===== src/rtl/accel_ball_bounce.sv =====
// accel_ball_bounce: accelerometer-driven bouncing sprites. Each physics tick the balls
// are integrated one per cycle through a shared datapath, then published together.

module accel_ball_axis #(
    parameter int ACCEL_WIDTH = 8,
    parameter int VEL_BITS    = 16,
    parameter int POS_BITS    = 19,
    parameter int DAMP_SHIFT  = 2,
    parameter int LIM         = 0
) (
    input  logic signed [POS_BITS-1:0]    pos,
    input  logic signed [VEL_BITS-1:0]    vel,
    input  logic signed [ACCEL_WIDTH-1:0] accel,
    output logic signed [POS_BITS-1:0]    pos_next,
    output logic signed [VEL_BITS-1:0]    vel_next,
    output logic                          bounce
);
    localparam int VW = ((VEL_BITS > ACCEL_WIDTH) ? VEL_BITS : ACCEL_WIDTH) + 1;
    localparam int SW = ((POS_BITS > VEL_BITS) ? POS_BITS : VEL_BITS) + 1;
    // Symmetric clamp: the most negative code is never produced, so negation is safe.
    localparam logic signed [VW-1:0] VMAX = VW'($signed({1'b0, {(VEL_BITS-1){1'b1}}}));

    logic signed [VW-1:0]       vsum;
    logic signed [VEL_BITS-1:0] vsat;
    logic signed [VEL_BITS-1:0] vdamp;
    logic signed [SW-1:0]       psum;

    always_comb begin
        vsum = VW'(vel) + VW'(accel);
        if (vsum > VMAX)
            vsat = VEL_BITS'(VMAX);
        else if (vsum < -VMAX)
            vsat = VEL_BITS'(-VMAX);
        else
            vsat = VEL_BITS'(vsum);

        psum     = SW'(pos) + SW'(vsat);
        vdamp    = vsat - (vsat >>> DAMP_SHIFT);
        pos_next = POS_BITS'(psum);
        vel_next = vsat;
        bounce   = 1'b0;

        if (psum < 0) begin
            pos_next = '0;
            vel_next = -vdamp;
            bounce   = 1'b1;
        end else if (psum > SW'(LIM)) begin
            pos_next = POS_BITS'(LIM);
            vel_next = -vdamp;
            bounce   = 1'b1;
        end
    end
endmodule

module accel_ball_bounce #(
    parameter int NUM_BALLS     = 2,
    parameter int SCREEN_WIDTH  = 320,
    parameter int SCREEN_HEIGHT = 180,
    parameter int SPRITE_SIZE   = 32,
    parameter int ACCEL_WIDTH   = 8,
    parameter int FRAC_BITS     = 8,
    parameter int VEL_BITS      = 16,
    parameter int TICK_DIV      = 35000,
    parameter int DAMP_SHIFT    = 2
) (
    input  logic                          CLK,
    input  logic                          rst,
    input  logic                          i_enable,
    input  logic                          i_load,
    input  logic signed [ACCEL_WIDTH-1:0] i_accel_x,
    input  logic signed [ACCEL_WIDTH-1:0] i_accel_y,
    input  logic [10*NUM_BALLS-1:0]       i_init_x,
    input  logic [10*NUM_BALLS-1:0]       i_init_y,
    output logic [10*NUM_BALLS-1:0]       o_pos_x,
    output logic [10*NUM_BALLS-1:0]       o_pos_y,
    output logic [NUM_BALLS-1:0]          o_bounce_x,
    output logic [NUM_BALLS-1:0]          o_bounce_y,
    output logic                          o_update_done,
    output logic                          o_overrun
);
    localparam int PB    = 10 + FRAC_BITS + 1;
    localparam int IW    = (NUM_BALLS > 1) ? $clog2(NUM_BALLS) : 1;
    localparam int CW    = (TICK_DIV > 1) ? $clog2(TICK_DIV) : 1;
    localparam int LIM_X = (SCREEN_WIDTH - SPRITE_SIZE) << FRAC_BITS;
    localparam int LIM_Y = (SCREEN_HEIGHT - SPRITE_SIZE) << FRAC_BITS;
    localparam logic [IW-1:0] LAST    = IW'(NUM_BALLS - 1);
    localparam logic [CW-1:0] CNT_MAX = CW'(TICK_DIV - 1);

    typedef enum logic [1:0] {IDLE, CALC, DONE} state_t;
    state_t state, state_nxt;

    logic [CW-1:0]                      tick_cnt;
    logic                               tick;
    logic [IW-1:0]                      idx;
    logic [NUM_BALLS-1:0][PB-1:0]       pos_x, pos_y;
    logic [NUM_BALLS-1:0][VEL_BITS-1:0] vel_x, vel_y;
    logic [NUM_BALLS-1:0]               hit_x, hit_y;
    logic signed [PB-1:0]               px_nxt, py_nxt;
    logic signed [VEL_BITS-1:0]         vx_nxt, vy_nxt;
    logic                               bx_nxt, by_nxt;

    // Tick counter runs only while the game is enabled; load leaves it alone.
    always_ff @(posedge CLK) begin
        if (rst)
            tick_cnt <= '0;
        else if (i_enable)
            tick_cnt <= (tick_cnt == CNT_MAX) ? '0 : tick_cnt + 1'b1;
    end

    assign tick = i_enable && (tick_cnt == CNT_MAX);

    always_ff @(posedge CLK) begin
        if (rst || i_load)
            state <= IDLE;
        else
            state <= state_nxt;
    end

    always_comb begin
        state_nxt = state;
        case (state)
            IDLE:    if (tick) state_nxt = CALC;
            CALC:    if (idx == LAST) state_nxt = DONE;
            DONE:    state_nxt = IDLE;
            default: state_nxt = IDLE;
        endcase
    end

    always_ff @(posedge CLK) begin
        if (rst || i_load || state != CALC)
            idx <= '0;
        else
            idx <= idx + 1'b1;
    end

    accel_ball_axis #(
        .ACCEL_WIDTH(ACCEL_WIDTH), .VEL_BITS(VEL_BITS), .POS_BITS(PB),
        .DAMP_SHIFT(DAMP_SHIFT), .LIM(LIM_X)
    ) u_axis_x (
        .pos(pos_x[idx]), .vel(vel_x[idx]), .accel(i_accel_x),
        .pos_next(px_nxt), .vel_next(vx_nxt), .bounce(bx_nxt)
    );

    accel_ball_axis #(
        .ACCEL_WIDTH(ACCEL_WIDTH), .VEL_BITS(VEL_BITS), .POS_BITS(PB),
        .DAMP_SHIFT(DAMP_SHIFT), .LIM(LIM_Y)
    ) u_axis_y (
        .pos(pos_y[idx]), .vel(vel_y[idx]), .accel(i_accel_y),
        .pos_next(py_nxt), .vel_next(vy_nxt), .bounce(by_nxt)
    );

    // Ball state updates during CALC; visible outputs only change on leaving DONE.
    always_ff @(posedge CLK) begin
        if (rst || i_load) begin
            for (int k = 0; k < NUM_BALLS; k++) begin
                pos_x[k] <= {1'b0, i_init_x[10*k +: 10], {FRAC_BITS{1'b0}}};
                pos_y[k] <= {1'b0, i_init_y[10*k +: 10], {FRAC_BITS{1'b0}}};
                vel_x[k] <= '0;
                vel_y[k] <= '0;
            end
            hit_x         <= '0;
            hit_y         <= '0;
            o_pos_x       <= i_init_x;
            o_pos_y       <= i_init_y;
            o_bounce_x    <= '0;
            o_bounce_y    <= '0;
            o_update_done <= 1'b0;
            o_overrun     <= 1'b0;
        end else begin
            o_bounce_x    <= '0;
            o_bounce_y    <= '0;
            o_update_done <= 1'b0;
            o_overrun     <= tick && (state != IDLE);

            if (state == CALC) begin
                pos_x[idx] <= px_nxt;
                pos_y[idx] <= py_nxt;
                vel_x[idx] <= vx_nxt;
                vel_y[idx] <= vy_nxt;
                hit_x[idx] <= bx_nxt;
                hit_y[idx] <= by_nxt;
            end

            if (state == DONE) begin
                for (int k = 0; k < NUM_BALLS; k++) begin
                    o_pos_x[10*k +: 10] <= pos_x[k][FRAC_BITS +: 10];
                    o_pos_y[10*k +: 10] <= pos_y[k][FRAC_BITS +: 10];
                end
                o_bounce_x    <= hit_x;
                o_bounce_y    <= hit_y;
                o_update_done <= 1'b1;
            end
        end
    end
endmodule


===== config.mk =====
export PLATFORM = sky130hd
export DESIGN_NAME = accel_ball_bounce
export DESIGN_NICKNAME = d
export VERILOG_FILES = /design/src/rtl/accel_ball_bounce.sv
export SDC_FILE = /design/constraint.sdc
export NUM_CORES = 1
export LEC_CHECK = 0
export ABC_AREA = 1
export BUFFER_PORTS_ARGS = -buffer_cell sky130_fd_sc_hd__clkbuf_2
export CAP_MARGIN = 20
export CORE_ASPECT_RATIO = 0.8
export CORE_MARGIN = 4
export CORE_UTILIZATION = 62
export CTS_CLUSTER_SIZE = 8
export DETAILED_ROUTE_END_ITERATION = 12
export PLACE_DENSITY_LB_ADDON = 0.15
export SYNTH_ARGS = -nofsm -noshare
export SYNTH_HDL_FRONTEND = slang
export SYNTH_SLANG_ARGS = --single-unit

===== constraint.sdc =====
create_clock -name CLK -period 8.2 [get_ports CLK]
set_clock_uncertainty 0.05 [all_clocks]
set_input_delay 1.64 -clock CLK [delete_from_list [all_inputs] [get_ports CLK]]
set_output_delay 1.64 -clock CLK [all_outputs]
set_load 0.02 [all_outputs]

==> run metrics <==
worst skew pair latency=580 ps; DPL Wire Length=28,800 microns; sum of negative setup slack=0 ps; Layout area overhead=11.2%; Ys Warns=0; postcts setup bufs=0; number of max-slew violations in the final report=0; Seq cells post-synth=209; core area=23,300 sq um; Post-synth EDFFs=80; Final min period=7280 ps; Slew HR=35.6%; M2 GR Usage=44.8%; I/O pins=106; die footprint=26,200 sq um; final hold slack=380 ps; TritonCTS Sinks=209; Hold Vio Cnt, Final=0; ys async rst share=0%; pre-CTS setup slack=497 ps; Total Power=3.00 mW; hold_buf cts=0; GRT Util Overall=29.8%; Achievable Freq=0.137 GHz; Placer Congestion=0.942; Worst VDD drop=0.000200 V; routing usage on met1=45.6%; layout cells sized above 1=9.18%; Inserted Clock Buffers=30; CP max stage cell=fa_1; Starting Density=62.9%; Root Buffer=clkbuf_16; diodes inserted=0; DR pass1 iterations=6; deepest clock path buffer count=3; WL/cell=15.7 microns; most frequent cells after synthesis=744 x nand2_1, 263 x inv_1, 149 x nand3_1; met3 usage=5.52%; final number of setup-violating endpoints=0; Yosys top cell by area=nand2_1; vias in the first global route=13,200; RSZ-0062 raised after global routing=no; setup ws final=916 ps; CTS H-tree depth=1; Critical Path RT=8590 ps; library cells used by synthesis=49; drc violations=0; largest net degree at the start of global routing=110; first-pass GRT wire length=66,200 microns; Synth Instances=2,158; GRT Max-Usage Layer=met1; post-synthesis sequential area ratio=33.9%; Synth area leaders=nand2_1 19%, dfxtp_1 18%, edfxtp_1 16%, ha_1 8.4%, inv_1 6.7%; Port Buffers=105; period utilisation layout=88.8%; Main synth FF type=dfxtp_1; most used cell, CP=nand2_1; top-count cell post-synth=nand2_1; overall routed net length=40,300 microns; final non-filler cell total=2,567; Via density=5.61; row count=50; Resized cells post-CTS=0; Initial DRC Count=1,647; Die Y=146 microns; Leakage=8.23 nW; Setup CP Type=primary input to flip-flop; Die W=180 microns; Max-Cap Viols=0; CTS tree=built; Yosys top cell area share=19.0%; mean post-synth cell area=6.81 sq um; Post-Syn Area=14,700 sq um; Antenna Nets Post-Route=0; grt ovf=0; Critical Path Source Type=primary input; status=completed; initial antenna violation count=3; Syn Nets=2,322; clock transition at the registers of the reported paths=50 ps; worst min path class=flip-flop to flip-flop; crit path DAT=7680 ps; Critical Path Fanout Max=26; dpl cells=2,522; worst slew pin tran=966 ps; crit end category=flip-flop; max incr delay on CP=400 ps; vias post-DR=14,400; pwr/cell area=184 nW/um^2; final net count=2,406
## final cells by class
cell class | instances | area [sq um]
multi-input cells | 1603 | 8390
fillers | 1954 | 7010
flip-flops and latches | 209 | 4990
inverters | 273 | 1020
clock buffers | 44 | 835
repair buffers | 125 | 676
well taps | 312 | 390
clock inverters | 1 | 30.0
## through the flow
stage,util (%),instance area [sq um]
after floorplan,-,14700
after global placement,66.3,15500
after detailed placement,66.3,15500
after CTS,70.0,16300
after global routing,70.0,16300
final,70.0,16300
## final timing paths
check / start / depth (start not counted) / endpoint / slack, ps
setup / recovery: i_accel_y[0] / 42 / pos_y[3] / 920
hold / removal: pos_x[37] / 2 / pos_x[37] / 380
setup reg to reg: idx / 43 / pos_y[3] / 1280
hold reg to reg: pos_x[37] / 2 / pos_x[37] / 380
## metal layers
layer  vias up  routed length (microns)  share of wire [%]
li1       7200                        -                  -
met1      6530                    19100                 47
met2       608                    16700                 41
met3        62                     3830                9.5
met4         4                      670                1.7
met5         -                       24              0.060
## where the power goes
group	total (mW)	switching [mW]	internal (mW)
Clock	1.14	0.450	0.691
Sequential	1.14	0.0165	1.12
Combinational	0.719	0.491	0.227
## kinds of logic (layout without fill, tap and decap cells)
kind of cell	Yosys count	in the layout	share of synthesized area, %
adder cells (fa/ha/maj)	104	104	9.11
XOR/XNOR	62	62	3.88
flip-flops	209	209	33.9
buffers and inverters	346	443	9.25
AO/OA/AOI/OAI	285	285	10.6
AND/OR/NAND/NOR	1152	1152	33.2
## state kept, by name (all words and copies together), names as in the netlist
name,flops
o_bounce_y,2
o_pos_y,20
o_pos_x,20
hit_x,2
state,2
pos_x,38
hit_y,2
vel_x,32
o_overrun,1
idx,1
tick_cnt,16
vel_y,32
o_update_done,1
o_bounce_x,2
pos_y,38
## cell usage in the layout (no fill, tap or decap), types with 6 or more instances in the layout
cell,Yosys,layout
inv_2,7,7
nor3_1,18,18
nand4_1,64,64
clkbuf_16,0,31
o21ai_0,109,108
o21bai_1,10,10
clkbuf_1,49,12
clkbuf_2,0,105
nor4_1,7,7
nand2_1,744,744
xnor2_1,17,16
inv_1,263,263
a21oi_1,101,101
buf_4,5,20
a31oi_1,6,6
dfxtp_1,129,128
and2_1,6,6
xor2_1,43,43
o21ai_1,10,10
nand3_1,149,149
nor2_1,127,124
nand2_2,20,20
o22ai_1,28,28
ha_1,99,99
edfxtp_1,80,80
## critical path, delay by kind of cell
kind / cells / cell delay, ps
AO/OA/AOI/OAI: 7 / 900
adder cells (fa/ha/maj): 4 / 1250
buffers and inverters: 6 / 910
XOR/XNOR: 2 / 360
AND/OR/NAND/NOR: 23 / 2620
No activity file was read; power rests on OpenSTA's default activity.
